<file path="src/rtl/hazard_ctrl_pkg.sv">
// Shared hazard definitions: record layout, forwarding codes, bubble, saturating decrement.
// Latency: none (types, constants, pure function only).
// Backpressure: n/a.
package hazard_ctrl_pkg;

    // Saturating decrement of a 2-bit time-to-forwardable count.
`ifndef HAZARD_SAT_DEC
`define HAZARD_SAT_DEC(x) (((x) == 2'd0) ? 2'd0 : ((x) - 2'd1))
`endif

    localparam int REG_W = 5;
    localparam int CNT_W = 2;

    // Forwarding select codes driven to the D-stage operand muxes.
    localparam logic [1:0] FWD_RF = 2'd0;
    localparam logic [1:0] FWD_E  = 2'd1;
    localparam logic [1:0] FWD_M  = 2'd2;
    localparam logic [1:0] FWD_W  = 2'd3;

    // Shadow of one in-flight producer: destination and cycles left until forwardable.
    typedef struct packed {
        logic [REG_W-1:0] r_new;
        logic [CNT_W-1:0] cnt;
    } rec_t;

    localparam rec_t REC_BUBBLE = '{r_new: '0, cnt: '0};

    function automatic logic [CNT_W-1:0] sat_dec(input logic [CNT_W-1:0] c);
        return `HAZARD_SAT_DEC(c);
    endfunction

endpackage

</file>
<file path="src/rtl/hazard_cmp.sv">
// Per-operand hazard check: stall request and forwarding select from E/M/W records.
// Latency: purely combinational, zero cycles.
// Backpressure: none; result feeds the top-level stall OR.
module hazard_cmp
    import hazard_ctrl_pkg::*;
(
    input  logic [REG_W-1:0] r_use,
    input  logic [CNT_W-1:0] t_use,
    input  rec_t             e_rec,
    input  rec_t             m_rec,
    input  rec_t             w_rec,
    output logic             stall,
    output logic [1:0]       fwd_sel
);

    logic e_hit;
    logic m_hit;
    logic w_hit;

    // Register 0 is hardwired zero, so it never names a producer.
    assign e_hit = (r_use != '0) && (e_rec.r_new == r_use);
    assign m_hit = (r_use != '0) && (m_rec.r_new == r_use);
    assign w_hit = (r_use != '0) && (w_rec.r_new == r_use);

    // Youngest matching stage wins; a not-yet-ready producer forces the register-file path.
    always_comb begin
        stall   = 1'b0;
        fwd_sel = FWD_RF;
        if (e_hit) begin
            stall   = (e_rec.cnt > t_use);
            fwd_sel = (e_rec.cnt == '0) ? FWD_E : FWD_RF;
        end else if (m_hit) begin
            stall   = (m_rec.cnt > t_use);
            fwd_sel = (m_rec.cnt == '0) ? FWD_M : FWD_RF;
        end else if (w_hit) begin
            fwd_sel = (w_rec.cnt == '0) ? FWD_W : FWD_RF;
        end
    end

endmodule

</file>
<file path="src/rtl/hazard_ctrl.sv">
// Stall/forwarding controller for the 5-stage pipeline; optional HAZARD_MD_STALL_EN adds mult/div busy stall.
// Latency: stall/fwd_sel combinational from D tuple; E/M/W records update on the next rising edge.
// Backpressure: stall holds PC and F/D and injects a bubble into E; M and W always advance.
module hazard_ctrl
    import hazard_ctrl_pkg::*;
(
    input  logic             clk,
    input  logic             reset,
    input  logic [REG_W-1:0] d_r_new,
    input  logic [CNT_W-1:0] d_t_new,
    input  logic [REG_W-1:0] d_r_use1,
    input  logic [REG_W-1:0] d_r_use2,
    input  logic [CNT_W-1:0] d_t_use1,
    input  logic [CNT_W-1:0] d_t_use2,
`ifdef HAZARD_MD_STALL_EN
    input  logic             d_is_md,
    input  logic             md_busy,
`endif
    output logic             stall,
    output logic [1:0]       fwd_sel1,
    output logic [1:0]       fwd_sel2,
    output logic [REG_W-1:0] e_r_new,
    output logic [REG_W-1:0] m_r_new,
    output logic [REG_W-1:0] w_r_new
);

    rec_t e_rec;
    rec_t m_rec;
    rec_t w_rec;
    logic stall1;
    logic stall2;
    logic md_stall;

    hazard_cmp u_cmp1 (
        .r_use   (d_r_use1),
        .t_use   (d_t_use1),
        .e_rec   (e_rec),
        .m_rec   (m_rec),
        .w_rec   (w_rec),
        .stall   (stall1),
        .fwd_sel (fwd_sel1)
    );

    hazard_cmp u_cmp2 (
        .r_use   (d_r_use2),
        .t_use   (d_t_use2),
        .e_rec   (e_rec),
        .m_rec   (m_rec),
        .w_rec   (w_rec),
        .stall   (stall2),
        .fwd_sel (fwd_sel2)
    );

`ifdef HAZARD_MD_STALL_EN
    assign md_stall = d_is_md & md_busy;
`else
    assign md_stall = 1'b0;
`endif

    assign stall = stall1 | stall2 | md_stall;

    // Records advance every cycle; a stall only replaces the incoming E entry with a bubble.
    always_ff @(posedge clk) begin
        if (reset) begin
            e_rec <= REC_BUBBLE;
            m_rec <= REC_BUBBLE;
            w_rec <= REC_BUBBLE;
        end else begin
            if (stall) begin
                e_rec <= REC_BUBBLE;
            end else begin
                e_rec <= '{r_new: d_r_new, cnt: d_t_new};
            end
            m_rec <= '{r_new: e_rec.r_new, cnt: sat_dec(e_rec.cnt)};
            w_rec <= '{r_new: m_rec.r_new, cnt: '0};
        end
    end

    assign e_r_new = e_rec.r_new;
    assign m_r_new = m_rec.r_new;
    assign w_r_new = w_rec.r_new;

endmodule

</file>
<file path="config.mk">
export PLATFORM = sky130hd
export DESIGN_NAME = hazard_ctrl
export DESIGN_NICKNAME = d
export VERILOG_FILES = /design/src/rtl/hazard_ctrl_pkg.sv /design/src/rtl/hazard_cmp.sv /design/src/rtl/hazard_ctrl.sv
export SDC_FILE = /design/constraint.sdc
export NUM_CORES = 1
export LEC_CHECK = 0
export BUFFER_PORTS_ARGS = -buffer_cell sky130_fd_sc_hd__buf_2
export CORE_MARGIN = 5
export CORE_UTILIZATION = 40
export CTS_CLUSTER_DIAMETER = 40
export DETAILED_ROUTE_END_ITERATION = 7
export GPL_ROUTABILITY_DRIVEN = 0
export MAX_ROUTING_LAYER = met4
export PLACE_DENSITY = 0.72
export SLEW_MARGIN = 10
export SYNTH_ARGS = -nofsm -noshare
export SYNTH_HDL_FRONTEND = slang
export SYNTH_SLANG_ARGS = --single-unit
</file>
<file path="constraint.sdc">
create_clock -name clk -period 1.9 [get_ports clk]
set_clock_uncertainty 0.1 [all_clocks]
set_input_delay 0.095 -clock clk [delete_from_list [all_inputs] [get_ports clk]]
set_output_delay 0.095 -clock clk [all_outputs]
set_load 0.03 [all_outputs]
</file>
==> impl_results.md, run 1 <==
* IO Pins at 43
* Gate Count Post-Synth at between 100 and 150
* Worst-path fanout max at 3
* N_diodes at 0
* Fin crit period at 2.15 ns
* Final nets at between 200 and 250
* CTS Root Cell: clkbuf_4
* Total CTS buffers at 3
* WP buf/inv at 1
* CP Class: reg -> out
* Share of the synthesized area in the top cell type at 29.4%
* Clock transition at path regs at 0.13 ns
* Largest net degree at the start of global routing at 20
* Dpl cell area at between 0.0015 and 0.002 mm2
* Critical Path AT at 1.96 ns
* Async S/R FF share, synth at 0%
* Startpoint types: flip-flop
* Vias in the first global route at about 1100
* Synth unique cells at 29
* Static leakage at 0.882 nW
* EDFF count, synth at 0
* Final period util at 113%
* Synth Register Bits at 19
* Setup crit end kind: primary output
* DP HPWL at between 2000 and 2500 um
* Flop pwr share at 45.6%
* Psw at around 330 uW
* Count of final max-slew check failures at 0
* Overflow after GRT at 0
* Hold Crit Class: in -> reg
* Final Instance Area at around 0.0018 mm2
* Starting DRT DRC Count at 31
* Core ar. at 0.00308 mm2
* Combinational share of power at about a third
* Die Wd at 66.9 um
* CTS H-Tree Depth at 1
* DR DRC count at 0
* Synth Warn # at 0
* Worst EP required at 1.70 ns
* Worst Slack Setup Final at -0.252 ns
* Slew @ Worst Pin at roughly 0.35 ns
* First-pass GRT wire length at 5190 um
* Die area at 0.00448 mm2
* Top cells by area, synth: dfxtp_1 (29%), xor2_1 (11%), xnor2_1 (9.5%)
* CTS tree: built
* Final setup fails at 4
* Failing checks: negative setup slack
* Clk sinks at 19
* Pwr dens at about 540 mW/mm2
* CP Cell Sequence: xor2_1 -> nor3_1 -> nand3_1 -> a32o_2 -> or2_1 -> buf_6
* Clock Path Buffers at 2
* Total Wirelength at 3370 um
* DRT Pass-1 Iters at 4
* Clk network pwr share at 23.0%
* Top_reg_cell synth: dfxtp_1
* Layout area overhead at 39.6%
* Std-Cell Rows at 20
* Via count at 1151
* Share of layout cells above drive strength 1 at between 40% and 50%
* Max VDD drop at 0.418 mV
* Post-Syn Area per Cell at between 8 and 9 um2
* Delay-heaviest family, CP: simple AND/OR/NAND/NOR gates
* Starting Density at 42.1%
* Switching portion of total power at 33.9%
* DR vias/cell at 4.68
* Highest clock rate at ~460 MHz
* Max-cap viol count at 0
* P_int at ~640 uW
* Synth area leader: dfxtp_1
* IO buf count at 42
* Max incr delay on CP at 0.37 ns
* ANT nets after route at 0
* Post-Syn Nets at 178
* RSZ-0062 raised after global routing: true
* Tot GR Track Use at between 15 and 20%
* Post-synthesis cell area at 0.00129 mm2
* Die height at 66.9 um
* # fillers at 277
* Relative slew slack at roughly three quarters
* Max stage delay cell, worst path: dfxtp_4
* Avg WL per Cell at 13.7 um
* Initial antenna violation count at 0
* Final hold vios at 0
* DP Worst Slack at 0.0744 ns
* Clk_lat worst skew at 0.32 ns
* Proportion of synthesized chip area in sequential cells at 29.4%
* Status: finished with violations
[per-stage QoR]
step	hold slack, ns	setup TNS [ns]	util (%)	cells	power (mW)
after floorplan	0.114	0	-	146	0.634
after global placement	0.224	0	49.8	226	0.704
after detailed placement	0.224	0	49.8	226	0.707
after CTS	0.0650	-0.454	57.1	245	0.961
after global routing	0.0698	-1.11	58.7	246	1.03
final	0.0561	-0.679	58.7	246	0.970
[sequential cells by signal, indices dropped and copies added, names as in the netlist]
name	count
w_r_new	5
e_r_new	5
m_r_new	5
m_rec	2
e_rec	2
[power by group through the flow]
stage                     clock, mW  sequential (mW)  combinational [mW]
final                         0.223            0.442               0.304
after global routing          0.249            0.446               0.332
after CTS                     0.227            0.443               0.291
after detailed placement          0            0.451               0.256
after global placement            0            0.450               0.254
after floorplan                   0            0.451               0.183
[worst register-to-register path: stages, from the launching register on]
cell and delay [ns]:
dfxtp_4 0.37, xor2_1 0.14, nor3_1 0.25, nand3_1 0.21
a32o_2 0.30, buf_4 0.16, nor4_1 0.19
[metal layers]
layer / share of wire, % / wire length (um) / global-route usage, %
met2: 52 / 1750 / 27.1
met5: 0 / 0 / -
met4: 1.1 / 38 / 3.04
met1: 43 / 1430 / 18.8
met3: 4.3 / 144 / 3.71
[cell usage after synthesis (2+ instances only)]
cell      number
nor3_1         9
mux2i_1        2
nor2_1         4
xor2_1        16
inv_1         16
a21oi_1        4
mux2_2         2
dfxtp_1       19
nor3b_1        2
nor2b_1       10
buf_4         10
nor4_1         6
ha_1           9
nand3_1        5
xnor2_1       14
a211oi_1       3
nand2_1        2
clkbuf_1       2
[layout by cell type (no fill, tap or decap), types with 2 or more instances in the layout]
master          n
buf_6           3
xnor2_1        11
nor2_2          3
nand2_1         2
nor3b_2         2
mux2_4          2
dfxtp_4         3
nor4_1          6
clkbuf_4        3
nand3_1         4
ha_1            9
mux2i_1         2
xor2_1         16
xnor2_2         3
nor3_2          3
a211oi_1        3
nor2b_1        10
dfxtp_1         8
dlygate4sd3_1   7
inv_1          16
nor3_1          6
buf_4          17
nor2_4          2
a21oi_1         4
buf_2          37
dfxtp_2         8
[cells by family (layout without fill, tap and decap cells)]
| logic type | count (synthesis) | in the layout | synth area share, % |
|---|---|---|---|
| flops | 19 | 19 | 29.4 |
| compound gates | 11 | 11 | 6.57 |
| buf+inv | 28 | 84 | 11.0 |
| xor+xnor | 30 | 30 | 20.3 |
| fa+ha+maj | 9 | 9 | 8.70 |
| mux | 4 | 4 | 3.28 |
| simple gates | 45 | 45 | 20.8 |
[area by class of cell]
| type | instances | area (um2) | share of cell area, % |
|---|---|---|---|
| clock buffers | 3 | 22.5 | 1.25 |
| clock inverters | 1 | 7.51 | 0.415 |
| inverters | 16 | 60.1 | 3.32 |
| multi-input cells | 99 | 845 | 46.7 |
| flip-flops and latches | 19 | 402 | 22.2 |
| well taps | 44 | 55.1 | 3.04 |
| repair buffers | 64 | 417 | 23.0 |
[path summary, 6_finish.rpt]
check,from,end,slack [ns],depth (start not counted)
min,reset,w_r_new[4],0.06,2
max,e_r_new[4],stall,-0.25,6
max reg2reg,e_r_new[4],e_r_new[3],0.09,6
min reg2reg,e_rec[0],m_rec[0],0.33,1
[repair_timing]
action                                  CTS  global route
hold endpoints to repair                  7             0
gates resized for setup                  27             8
buffers inserted                         10             1
pin swaps                                13             8
hold buffers                              7             0
endpoints found under the setup margin    5             5
Power figures use the tool's default switching activity.
==> inputs of run 2 (changes only) <==
--- a/config.mk
+++ b/config.mk
@@ -5,6 +5,7 @@
 export SDC_FILE = /design/constraint.sdc
 export NUM_CORES = 1
 export LEC_CHECK = 0
+export ABC_AREA = 1
 export BUFFER_PORTS_ARGS = -buffer_cell sky130_fd_sc_hd__buf_2
 export CORE_MARGIN = 5
 export CORE_UTILIZATION = 40
@@ -12,7 +13,7 @@
 export DETAILED_ROUTE_END_ITERATION = 7
 export GPL_ROUTABILITY_DRIVEN = 0
 export MAX_ROUTING_LAYER = met4
-export PLACE_DENSITY = 0.72
+export PLACE_DENSITY = 0.7
 export SLEW_MARGIN = 10
 export SYNTH_ARGS = -nofsm -noshare
 export SYNTH_HDL_FRONTEND = slang
==> impl_results.md, run 2 <==
* Status: finished clean
* Switching portion of total power at 33.1% (-0.73 points)
* Cell depth of the worst hold path at 2 (unchanged)
* DP HPWL at 2720 um (+14%)
* Placed cells at 287 (+27%)
* Reg2Reg Depth at 8 (+2)
* Synth unique cells at 22 (-24%)
* Vias in the first global route at 1273 (+11%)
* Die area at 0.00495 mm2 (+11%)
* Synth Warn # at 0 (unchanged)
* Worst EP required at 1.70 ns (about the same)
* List of most frequent post-synthesis cells: nand2_1 (47), inv_1 (31), dfxtp_1 (19)
* Proportion of synthesized chip area in sequential cells at 26.1% (-3.3 points)
* IO buf count at 42 (unchanged)
* Overflow after GRT at 0 (unchanged)
* Share of the synthesized area in the top cell type at 26.1% (-3.3 points)
* Clk sinks at 19 (unchanged)
* ANT nets after route at 0 (unchanged)
* Total CTS buffers at 3 (unchanged)
* Worst-path fanout max at 4 (+1)
* Initial antenna violation count at 0 (unchanged)
* Max incr delay on CP at 0.40 ns (+0.03 ns)
* Fin crit period at 1.78 ns (-0.377 ns)
* Gate Count Post-Synth at 208 (+42%)
* Flop pwr share at 42.8% (-2.8 points)
* Std-Cell Rows at 22 (+10%)
* Post-Syn Nets at 240 (+35%)
* EDFF count, synth at 0 (unchanged)
* Post-synthesis cell area at 0.00146 mm2 (+12%)
* Async S/R FF share, synth at 0% (unchanged)
* Count of final max-slew check failures at 0 (unchanged)
* Startpoint types: flip-flop
* Relative slew slack at 81.5% (+5.0 points)
* Post-Syn Area per Cell at 7.00 um2 (-21%)
* CP Cell Sequence: inv_1 -> nand2_1 -> nand2_1 -> nor2_2 -> nand2_2 -> nor2_4 -> nor3_1 -> nand2_1 -> o21ai_0 -> buf_4
* Starting DRT DRC Count at 36 (+16%)
* Fin Hold WS at 0.0807 ns (+0.0245 ns)
* Pwr dens at 572 mW/mm2 (+6.7%)
* Total Wirelength at 3260 um (-3.0%)
* Synth area leader: dfxtp_1
* Top cells by area, synth: dfxtp_1 (26%), nand2_1 (12%), inv_1 (8.0%)
* Die height at 70.3 um (+5.1%)
* Combinational share of power at 29.2% (-2.2 points)
* P_int at 685 uW (+6.7%)
* Highest clock rate at 563 MHz (+21%)
* Top_reg_cell synth: dfxtp_1
* Worst Slack Setup Final at 0.125 ns (+0.377 ns)
* Commonest cells after routing, fill and taps aside: nand2_1 (47), buf_2 (39), inv_1 (31)
* Die Wd at 70.3 um (+5.1%)
* Clock Path Buffers at 2 (unchanged)
* IO Pins at 43 (unchanged)
* Slew @ Worst Pin at 0.277 ns (-0.0743 ns)
* Hold Crit Class: in -> reg
* Clock transition at path regs at 0.07 ns (-0.06 ns)
* Clk network pwr share at 27.9% (+4.9 points)
* Layout area overhead at 22.9%
* Static leakage at 0.934 nW (+5.8%)
* CTS Root Cell: clkbuf_8
* Final Instance Area at 0.00179 mm2 (-1.0%)
* N_diodes at 0 (unchanged)
* CTS H-Tree Depth at 1 (unchanged)
* Final setup TNS at 0 ns (+0.679 ns)
* Max VDD drop at 0.333 mV (-20%)
* Final hold vios at 0 (unchanged)
* Largest net degree at the start of global routing at 14 (-30%)
* First-pass GRT wire length at 5570 um (+7.3%)
* Dpl cell area at 0.00165 mm2 (+7.5%)
* Synth Register Bits at 19 (unchanged)
* Via count at 1316 (+14%)
* CTS tree: built
* DR DRC count at 0 (unchanged)
* Share of layout cells above drive strength 1 at 33.6% (-13 points)
* Psw at 339 uW (+3.3%)
* DP Worst Slack at 0.344 ns (+0.270 ns)
* Final period util at 93.4% (-20 points)
* Critical Path AT at 1.58 ns (-0.38 ns)
* Most numerous cell in the Yosys netlist: nand2_1
* DRT Pass-1 Iters at 4 (unchanged)
* Tot GR Track Use at 14.3% (-1.5 points)
* CP Class: reg -> out
* Postcts setup bufs at 0 (-10)
* DR vias/cell at 4.42 (-5.6%)
* Crit path top cell by count: nand2_1
* Final setup fails at 0 (-4)
* Most common cell after layout, fill and taps aside: nand2_1
* Avg WL per Cell at 11.0 um (-20%)
* Final nets at 283 (+20%)
* Starting Density at 40.4% (-1.7 points)
* Clk_lat worst skew at 0.26 ns (-0.06 ns)
* Core ar. at 0.00361 mm2 (+17%)
* Max-cap viol count at 0 (unchanged)
* Utilization after layout at 49.6% (-9.1 points)
* Max stage delay cell, worst path: dfxtp_1
* Setup crit end kind: primary output
* Layout Cells excl Fill at 298 (+21%)
* Total power at 1.02 mW (+5.5%)
## run 2: cell families (layout without fill, tap and decap cells)
| family | Yosys count | after routing | synth area share [%] |
|---|---|---|---|
| XOR/XNOR | 18 | 18 | 10.8 |
| flip-flops | 19 | 19 | 26.1 |
| AND/OR/NAND/NOR | 103 | 103 | 36.6 |
| buffers and inverters | 49 | 91 | 15.3 |
| AO/OA/AOI/OAI | 10 | 10 | 3.44 |
| adder cells (fa/ha/maj) | 9 | 9 | 7.73 |
## run 2: worst paths after layout
path                                    end  slack (ns)        from
worst max-delay path            fwd_sel2[0]        0.12  m_r_new[0]
worst min-delay path             m_r_new[0]        0.08       reset
worst max register to register     e_rec[0]        0.40    e_rec[1]
worst min register to register     m_rec[0]        0.32    e_rec[0]
## run 2: power groups by stage
stage	Combinational [mW]	Clock [mW]	Sequential, mW
final	0.299	0.286	0.439
after global routing	0.338	0.307	0.442
after floorplan	0.207	0	0.449
after global placement	0.282	0	0.447
after CTS	0.298	0.292	0.438
after detailed placement	0.286	0	0.447
## run 2: per-layer routing
| metal | GRT usage (%) | vias to the layer above | wire (um) |
|---|---|---|---|
| met4 | 5.11 | 0 | 58 |
| met2 | 22.7 | 33 | 1510 |
| met3 | 3.17 | 5 | 173 |
| met1 | 17.7 | 576 | 1520 |
| li1 | - | 702 | - |
| met5 | - | - | 0 |
## run 2: what timing repair did
action / CTS / global route
hold buffers: 7 / 0
resized for setup: 0 / 11
endpoints found under the hold margin: 7 / 0
endpoints found under the setup margin: 0 / 5
## run 2: critical path: cells and delay by family, from the launching register on
kind            cells  cell delay, ns
simple gates        7            0.60
flops               1            0.40
buf+inv             2            0.25
compound gates      1            0.09
## run 2: area by class of cell
cell class / count / area [um2]
clock buffers: 4 / 45.0
fillers: 376 / 1820
inverters: 38 / 144
multi-input cells: 140 / 863
flip-flops and latches: 19 / 385
well taps: 48 / 60.1
repair buffers: 49 / 292
==> inputs of run 3 (changes only) <==
--- a/config.mk
+++ b/config.mk
@@ -6,7 +6,7 @@
 export NUM_CORES = 1
 export LEC_CHECK = 0
 export ABC_AREA = 1
-export BUFFER_PORTS_ARGS = -buffer_cell sky130_fd_sc_hd__buf_2
+export BUFFER_PORTS_ARGS = -buffer_cell sky130_fd_sc_hd__clkbuf_2
 export CORE_MARGIN = 5
 export CORE_UTILIZATION = 40
 export CTS_CLUSTER_DIAMETER = 40
@@ -14,7 +14,7 @@
 export GPL_ROUTABILITY_DRIVEN = 0
 export MAX_ROUTING_LAYER = met4
 export PLACE_DENSITY = 0.7
-export SLEW_MARGIN = 10
+export SETUP_SLACK_MARGIN = 0.5
 export SYNTH_ARGS = -nofsm -noshare
 export SYNTH_HDL_FRONTEND = slang
 export SYNTH_SLANG_ARGS = --single-unit
==> impl_results.md, run 3 (synthesis gave the netlist of run 2 again) <==
* Worst EP required at 1.70 ns (about the same)
* Overflow after GRT at 0 (unchanged)
* CTS tree: built
* Final period util at 90.9% (-2.5 points)
* Vias in the first global route at 1337 (+5.0%)
* Tot GR Track Use at 14.7% (+0.40 points)
* Final setup fails at 0 (unchanged)
* Share of layout cells above drive strength 1 at 50.8% (+17 points)
* Max-cap viol count at 0 (unchanged)
* Clk_lat worst skew at 0.26 ns (about the same)
* Final setup TNS at 0 ns (unchanged)
* CP Class: reg -> out
* N_diodes at 0 (unchanged)
* Layout area overhead at 36.9%
* Setup crit end kind: primary output
* Max VDD drop at 0.296 mV (-11%)
* Clk sinks at 19 (unchanged)
* Clock Path Buffers at 2 (unchanged)
* CTS Root Cell: clkbuf_8
* Final Instance Area at 0.00199 mm2 (+11%)
* Slew @ Worst Pin at 0.290 ns (+0.0126 ns)
* DP Worst Slack at 0.362 ns (+0.0178 ns)
* Fin Hold WS at 0.106 ns (+0.0249 ns)
* Total CTS buffers at 3 (unchanged)
* Count of final max-slew check failures at 0 (unchanged)
* Commonest cells after routing, fill and taps aside: nand2_1 (40), clkbuf_2 (37), inv_1 (25)
* Initial antenna violation count at 0 (unchanged)
* Worst Slack Setup Final at 0.173 ns (+0.0480 ns)
* Status: finished clean
* Hold Crit Class: in -> reg
* Clock transition at path regs at 0.07 ns (about the same)
* Std-Cell Rows at 22 (unchanged)
* Die height at 70.3 um (unchanged)
* Pwr dens at 537 mW/mm2 (-6.2%)
* CTS H-Tree Depth at 1 (unchanged)
* Die area at 0.00495 mm2 (unchanged)
* Avg WL per Cell at 11.2 um (+2.7%)
* Die Wd at 70.3 um (unchanged)
* Max incr delay on CP at 0.37 ns (-0.03 ns)
* RSZ-0062 raised after global routing: true
* Most common cell after layout, fill and taps aside: nand2_1
* DR DRC count at 0 (unchanged)
* Highest clock rate at 579 MHz (+2.8%)
* First-pass GRT wire length at 5730 um (+3.0%)
* Crit path top cell by count: nand2_2
* Core ar. at 0.00361 mm2 (unchanged)
* Final nets at 285 (+0.71%)
* Fin crit period at 1.73 ns (-0.0480 ns)
* Startpoint types: flip-flop
* IO buf count at 42 (unchanged)
* Starting Density at 40.4% (unchanged)
* Dpl cell area at 0.00167 mm2 (+1.1%)
* Relative slew slack at 80.7% (-0.84 points)
* ANT nets after route at 0 (unchanged)
* Starting DRT DRC Count at 45 (+25%)
* Utilization after layout at 55.3% (+5.7 points)
* DR vias/cell at 4.48 (+1.5%)
* DP HPWL at 2640 um (-2.9%)
* Layout Cells excl Fill at 300 (+0.67%)
* Placed cells at 287 (unchanged)
* Largest net degree at the start of global routing at 14 (unchanged)
* Multi-input logic area at 983 um2 (+14%)
* Reg area at 408 um2 (+5.8%)
* Max stage delay cell, worst path: dfxtp_4
* Critical Path AT at 1.53 ns (-0.05 ns)
* Final hold vios at 0 (unchanged)
* IO Pins at 43 (unchanged)
* DRT Pass-1 Iters at 4 (unchanged)
* Via count at 1345 (+2.2%)
* Worst-path fanout max at 4 (unchanged)
* Total Wirelength at 3370 um (+3.4%)
* Static leakage at 0.967 nW (+3.6%)
* # fillers at 359 (-4.5%)
* CP Cell Sequence: inv_4 -> nand2_2 -> nand2_2 -> nor2_2 -> nand2_2 -> nor2_4 -> nor3_2 -> nand2_1 -> o21ai_2 -> clkbuf_8
* Total power at 1.07 mW (+4.6%)
-- run 3: cell count changes in the layout (fill, tap and decap cells not counted), sizes merged --
cell	previous run	this run
buf	42	4
clkbuf	4	44
-- run 3: worst paths after layout --
check	from	to	slack [ns]	depth (start not counted)
worst max register to register	e_rec[1]	e_r_new[3]	0.25	10
worst min register to register	e_rec[0]	m_rec[0]	0.35	1
worst min-delay path	reset	m_r_new[0]	0.11	2
worst max-delay path	m_r_new[3]	fwd_sel1[0]	0.17	10
-- run 3: where the power goes --
group | switching [mW] | total [mW] | internal, mW
Combinational | 0.203 | 0.345 | 0.142
Sequential | 0.0235 | 0.443 | 0.419
Clock | 0.133 | 0.283 | 0.149
Total | 0.360 | 1.07 | 0.711
-- run 3: per-layer routing --
layer	part of all wire, %	vias up	track usage, %
met3	3.8	5	2.16
met2	49	31	24.3
met1	45	597	17.8
met5	0	-	-
met4	1.9	0	5.74
li1	-	712	-
-- run 3: timing repair --
action / CTS / global route
setup endpoints to repair: 12 / 12
hold buffers: 7 / 0
pin swaps: 13 / 14
gates cloned: 0 / 0
endpoints found under the hold margin: 7 / 0
resized for setup: 38 / 21
setup buffers: 2 / 0
-- run 3: layout make-up --
class | instances | area share [%]
timing repair buffer | 51 | 17.5
sequential | 19 | 20.5
multi-input combinational | 140 | 49.3
clock buffer | 4 | 2.26
inverter | 38 | 7.47
tap | 48 | 3.01
-- run 3: worst max-delay path, delay by kind of cell (launching register included) --
kind / cells / cell delay (ns)
simple gates: 7 / 0.64
flops: 1 / 0.37
buf+inv: 2 / 0.20
compound gates: 1 / 0.07
